[src/rtl/stack_ptr_ctrl.sv]
// Operand-stack pointer controller: drives an external 6-bit up/down counter and the operand
// RAM strobes from push/pop/load/nop commands, reporting overflow and underflow.
module stack_ptr_ctrl #(
   parameter int unsigned PTR_W   = 6,
   parameter int unsigned MAX_PTR = 63
) (
   input  logic             clk,
   input  logic             reset,
   input  logic             cmd_valid,
   input  logic [1:0]       cmd_op,
   input  logic [PTR_W-1:0] cmd_data,
   output logic             cmd_ready,
   output logic [2:0]       ctr_control,
   output logic [PTR_W-1:0] ctr_data,
   input  logic [PTR_W-1:0] ctr_q,
   output logic             mem_we,
   output logic             mem_re,
   output logic [PTR_W-1:0] mem_addr,
   output logic             done,
   output logic             err_overflow,
   output logic             err_underflow,
   output logic             empty,
   output logic             full
);

   localparam logic [PTR_W-1:0] MaxPtr = PTR_W'(MAX_PTR);

   localparam logic [1:0] OpPush = 2'b01;
   localparam logic [1:0] OpPop  = 2'b10;
   localparam logic [1:0] OpLoad = 2'b11;

   localparam logic [2:0] CtlHold = 3'b000;
   localparam logic [2:0] CtlLoad = 3'b100;
   localparam logic [2:0] CtlInc  = 3'b010;
   localparam logic [2:0] CtlDec  = 3'b011;

   typedef enum logic [1:0] {StInit, StIdle, StExec, StSettle} state_e;

   state_e           state_q, state_d;
   logic [1:0]       op_q, op_d;
   logic [PTR_W-1:0] data_q, data_d;
   logic             full_cap_q, full_cap_d;
   logic             empty_cap_q, empty_cap_d;
   logic             done_q, done_d;
   logic             ovf_q, ovf_d;
   logic             unf_q, unf_d;
   logic             pop_ok_q, pop_ok_d;

   logic push_ok, pop_ok, load_ok;

   assign empty = (ctr_q == '0);
   assign full  = (ctr_q == MaxPtr);

   assign done          = done_q;
   assign err_overflow  = ovf_q;
   assign err_underflow = unf_q;

   // Decisions use the status captured at acceptance, not the live counter value.
   assign push_ok = (op_q == OpPush) && !full_cap_q;
   assign pop_ok  = (op_q == OpPop) && !empty_cap_q;
   assign load_ok = (op_q == OpLoad) && (32'(data_q) <= MAX_PTR);

   always_comb begin
      state_d     = state_q;
      op_d        = op_q;
      data_d      = data_q;
      full_cap_d  = full_cap_q;
      empty_cap_d = empty_cap_q;
      done_d      = 1'b0;
      ovf_d       = 1'b0;
      unf_d       = 1'b0;
      pop_ok_d    = 1'b0;
      cmd_ready   = 1'b0;
      ctr_control = CtlHold;
      ctr_data    = '0;
      mem_we      = 1'b0;
      mem_re      = 1'b0;
      mem_addr    = '0;

      unique case (state_q)
         StInit: begin
            ctr_control = CtlLoad;
            state_d     = StIdle;
         end
         StIdle: begin
            cmd_ready = 1'b1;
            if (cmd_valid) begin
               op_d        = cmd_op;
               data_d      = cmd_data;
               full_cap_d  = full;
               empty_cap_d = empty;
               state_d     = StExec;
            end
         end
         StExec: begin
            if (push_ok) begin
               ctr_control = CtlInc;
               mem_we      = 1'b1;
               mem_addr    = ctr_q;
            end else if (pop_ok) begin
               ctr_control = CtlDec;
            end else if (load_ok) begin
               ctr_control = CtlLoad;
               ctr_data    = data_q;
            end
            done_d   = 1'b1;
            ovf_d    = ((op_q == OpPush) && full_cap_q) || ((op_q == OpLoad) && !load_ok);
            unf_d    = (op_q == OpPop) && empty_cap_q;
            pop_ok_d = pop_ok;
            state_d  = StSettle;
         end
         StSettle: begin
            // Counter has already decremented, so ctr_q addresses the old top entry.
            if (pop_ok_q) begin
               mem_re   = 1'b1;
               mem_addr = ctr_q;
            end
            state_d = StIdle;
         end
         default: state_d = StInit;
      endcase

      // Reset aborts any command in flight and keeps the counter loading zero.
      if (reset) begin
         cmd_ready   = 1'b0;
         ctr_control = CtlLoad;
         ctr_data    = '0;
         mem_we      = 1'b0;
         mem_re      = 1'b0;
         mem_addr    = '0;
      end
   end

   always_ff @(posedge clk) begin
      if (reset) begin
         state_q     <= StInit;
         op_q        <= 2'b00;
         data_q      <= '0;
         full_cap_q  <= 1'b0;
         empty_cap_q <= 1'b0;
         done_q      <= 1'b0;
         ovf_q       <= 1'b0;
         unf_q       <= 1'b0;
         pop_ok_q    <= 1'b0;
      end else begin
         state_q     <= state_d;
         op_q        <= op_d;
         data_q      <= data_d;
         full_cap_q  <= full_cap_d;
         empty_cap_q <= empty_cap_d;
         done_q      <= done_d;
         ovf_q       <= ovf_d;
         unf_q       <= unf_d;
         pop_ok_q    <= pop_ok_d;
      end
   end

endmodule

[config.mk]
export PLATFORM = sky130hd
export DESIGN_NAME = stack_ptr_ctrl
export DESIGN_NICKNAME = d
export VERILOG_FILES = /design/src/rtl/stack_ptr_ctrl.sv
export SDC_FILE = /design/constraint.sdc
export NUM_CORES = 1
export LEC_CHECK = 0
export ABC_AREA = 1
export ABC_CLOCK_PERIOD_IN_PS = 1600
export CORE_MARGIN = 2
export CORE_UTILIZATION = 45
export CTS_BUF_LIST = sky130_fd_sc_hd__clkbuf_8
export CTS_CLUSTER_DIAMETER = 50
export CTS_CLUSTER_SIZE = 20
export DETAILED_ROUTE_END_ITERATION = 7
export GPL_TIMING_DRIVEN = 0
export PLACE_DENSITY = 0.88
export SLEW_MARGIN = 0
export SYNTH_ARGS = -nofsm -noshare
export SYNTH_HDL_FRONTEND = slang
export SYNTH_SLANG_ARGS = --single-unit
[constraint.sdc]
create_clock -name clk -period 1.6 [get_ports clk]
set_input_delay 0.24 -clock clk [delete_from_list [all_inputs] [get_ports clk]]
set_output_delay 0.24 -clock clk [all_outputs]
set_load 0.005 [all_outputs]
# [Word-level counts from Yosys, hierarchy flattened]
# Index checks and enable logic that the tools add are counted.
[word_totals] reg_bits=16 input_bits=17 out_inout_bits=23 word_cells=54
[classes] eq_ne=8 muxes=25 n_reduce_logical=11 bitwise_logic=1
[op_table] cell="$mux W6" count=8
[op_table] cell="$mux W3" count=4
[op_table] cell="$pmux W6 S2" count=1
[op_table] cell="$mux W1" count=9
[op_table] cell="$eq A2 B2 Y1 const B" count=4
[op_table] cell="$eq A6 B6 Y1 const B" count=1
[op_table] cell="$logic_not A6 Y1" count=1
[op_table] cell="$pmux W2 S3" count=1
[op_table] cell="$pmux W3 S2" count=1
[op_table] cell="$eq A2 B1 Y1 const B" count=2
[op_table] cell="$logic_and A1 B1 Y1" count=4
[op_table] cell="$reduce_or A2 Y1" count=2
[op_table] cell="$logic_not A1 Y1" count=2
[op_table] cell="$logic_not A2 Y1" count=1
[op_table] cell="$mux W2" count=1
[op_table] cell="$ne A2 B2 Y1 const B" count=1
[op_table] cell="$reduce_and A2 Y1" count=1
[op_table] cell="$not A1 Y1" count=1

# [Depth between registers and ports, before layout]
[logic_depth] depth_word=6 ltp_mapped=7 depth_no_buf=6

# [Least setup slack after synthesis]
# No wires, ideal clock.
[synth_path] kind="register -> output" startpoint="reg state_q[0]" endpoint="out mem_addr[0]" path_stages_with_launch=7 path_slack_ns=0.366 arrival_time_ns=0.994 t_required_ns=1.360 path_cell_list="dfxtp_1 > inv_1 > ha_1 > inv_1 > nand2_1 > nand3_1 > a21oi_1"
[synth_via] elab_chain_cells=3
[synth_rtl] element="from (decl)" line="39" source="state_e state_q, state_d;"
[synth_rtl] element="from (signal assigned)" line="136" source="state_q <= StInit;"
[synth_rtl] element="from (signal assigned)" line="146" source="state_q <= state_d;"
[synth_rtl] element="$eq A2 B2 Y1" line="80" source="unique case (state_q)"
[synth_rtl] element="$pmux W6 S2 *" line="80"
[synth_rtl] element="$mux W6 *" line="124" source="if (reset) begin"
[synth_rtl] element="to (decl)" line="18" source="output logic [PTR_W-1:0] mem_addr,"
# Every way passes the cells marked *; elsewhere a longest branch is shown, timed or not.

# [Final worst setup path]
[layout_path] startpoint="reg state_q[0]" endpoint="out mem_addr[4]"
# The elaborated chain is that of the path after synthesis.

==> out/metrics.yaml <==
synth-compound-area-share: 0.122
synthSimpleGateAreaFrac: 0.333
stdcell_area_um2: 1510
cts_max_level: 1
crit_required_ps: 1360
cap_violations: 0
worstSkewPairLatency_ps: 260
cts_buffer_depth: 2
total_leakage_power_uw: 0.000711
p_total_uw: 1270
final_nets: 205
end_kind: "primary output"
chipWidth_um: 47.3
outcome: "finished with violations"
viasPerCell: 5.51
min_path_type: "in2reg"
synth_cells: 126
synth_edf_count: 0
synth_commonest_cells: "32 x nor2_1, 22 x nand2_1, 16 x dfxtp_1"
cts_tree: "done"
vias: 1146
die_y_um: 47.3
cp.arrival_ps: 1520
crit_fanout: 6
setup.worst_path.start_class: "flop"
portBuffers: 39
fin_tns_setup_ps: -584
async_flop_share: 0
synth_xor_area_frac: 0
syn_nets: 147
overflow: 0
violations: "setup timing"
relSlewSlack: 0.755
ant_nets: 0
first_pass_iters: 4
die-area_um2: 2230
p_per_area_nw_per_um2: 838
antennaDiodeCount: 0
cts_buffers: 3
synth_top_area_share: 0.380
gp_congestion: 0.776
setup_viol: 11
layout_setup_ws_ps: -163
avgSynthCellArea_um2: 6.68
route.detailed.drc: 0
synth_fa_ha_area_frac: 0.0594
path_class: "reg2out"
fin_hold_ws_ps: 457
worst_pin_slew_ps: 367
drt_iter0_markers: 41
ys_ff_latch: 16
crit_chain: "inv_4, ha_4, inv_1, nand2_4, nand3_1, a21oi_2, buf_2"
yosysMostFrequentCell: "nor2_1"
place_area_um2: 1260
ioPinCount: 40
syn2layout_area_growth_pct: 79.3
core_area_um2: 1750
grt_pass1_vias: 965
row_count: 15
grt_use_total: 0.267
rsz0062_at_grt: "true"
antenna_found_initial: 0
wl_um: 3670
cts_hold_buf: 0
drive_gt1_frac: 0.350
slew_viol_final: 0
synth_top_family_by_area: "simple AND/OR/NAND/NOR gates"
fin_worst_skew_ps: 1.37
nFillCells: 94
slowest_delay_ps: 370
root_buffer: "clkbuf_8"
ys_warn_count: 0
ys_types: 16
grt_max_degree: 11
grt_pass1_wl_um: 4110
yosysTopAreaCell: "dfxtp_1"
finalCritPeriodShare: 1.10
clkSlewWorstSetupHoldPaths_ps: 60
start_util: 0.482
synthTopCellsByArea: "dfxtp_1 38%, nor2_1 14%, nand2_1 9.8%"
seq_area_frac_synth: 0.380
hold_violations: 0
synth_area_um2: 842
cp_slowest_cell: "dfxtp_4"
max-vdd-ir-drop_uv: 659
cts.sinks: 16
wl_per_cell_um: 17.7
fmax_ghz: 0.567
synth_mux_area_frac: 0
post-dp-hpwl_um: 1670
synthFlopType: "dfxtp_1"
fin_crit_ps: 1760
==> logic make-up (layout without fill, tap and decap cells) <==
group,Yosys count,after routing
compound gates,20,20
fa+ha+maj,4,4
buf+inv,18,75
flops,16,16
simple gates,68,68
==> sequential cells by signal (all words and copies together) (netlist names) <==
signal,count
data_q,6
op_q,2
state_q,2
done,1
empty_cap_q,1
err_overflow,1
err_underflow,1
full_cap_q,1
pop_ok_q,1
==> cell type report <==
class / instances / area, um2 / share of cell area
Timing Repair Buffer: 53 / 439 / 0.291
Clock buffer: 4 / 55.1 / 0.0365
Sequential cell: 16 / 328 / 0.217
Buffer: 3 / 32.5 / 0.0215
Inverter: 15 / 58.8 / 0.0389
Multi-Input combinational cell: 92 / 566 / 0.374
Tap cell: 25 / 31.3 / 0.0207
==> placed cells by master (no fill, tap or decap), types with 7 or more instances in the layout <==
cell,instances
o21ai_0,8
clkbuf_2,8
dfxtp_1,14
buf_4,10
nor2_1,28
clkdlybuf4s50_1,13
buf_6,7
dlygate4sd2_1,9
nand3_1,8
inv_1,11
nand2_1,19
==> where the power goes <==
part	internal (uW)	total (uW)	switching, uW	leakage, uW
Sequential	443	490	46.9	0.000132
Combinational	179	402	223	0.000550
Clock	219	373	154	0.0000288
==> worst paths after layout <==
path,from,to,slack (ps),depth (start not counted)
hold reg to reg,full_cap_q,err_overflow,460,2
hold / removal,reset,state_q[1],460,2
setup / recovery,state_q[0],mem_addr[4],-160,7
setup reg to reg,state_q[0],op_q[1],170,7
==> per-stage QoR <==
stage | setup slack [ps] | instances | util
after floorplan | 366 | 126 | -
after global placement | -424 | 190 | 0.724
after detailed placement | -490 | 190 | 0.724
after CTS | -198 | 201 | 0.808
after global routing | -203 | 208 | 0.865
final | -163 | 208 | 0.865
==> layer usage <==
layer  global-route usage  part of all wire  up-vias
li1                     -                 -      517
met1                0.277              0.37      535
met2                0.495              0.51       77
met3               0.0462             0.070       17
met4                0.156             0.050        0
met5                    0                 0        -
==> repair_timing <==
| action | 4_1_cts | 5_1_grt |
|---|---|---|
| setup endpoints to repair | 20 | 18 |
| buffers inserted | 7 | 7 |
| pin swaps | 6 | 9 |
| gates resized for setup | 45 | 60 |
==> critical path: cells and delay by family, from the launching register on <==
family	cells	cell delay [ps]
AO/OA/AOI/OAI	1	180
flip-flops	1	370
AND/OR/NAND/NOR	2	240
adder cells (fa/ha/maj)	1	170
buffers and inverters	3	300
(Power assumes the default switching activity.)
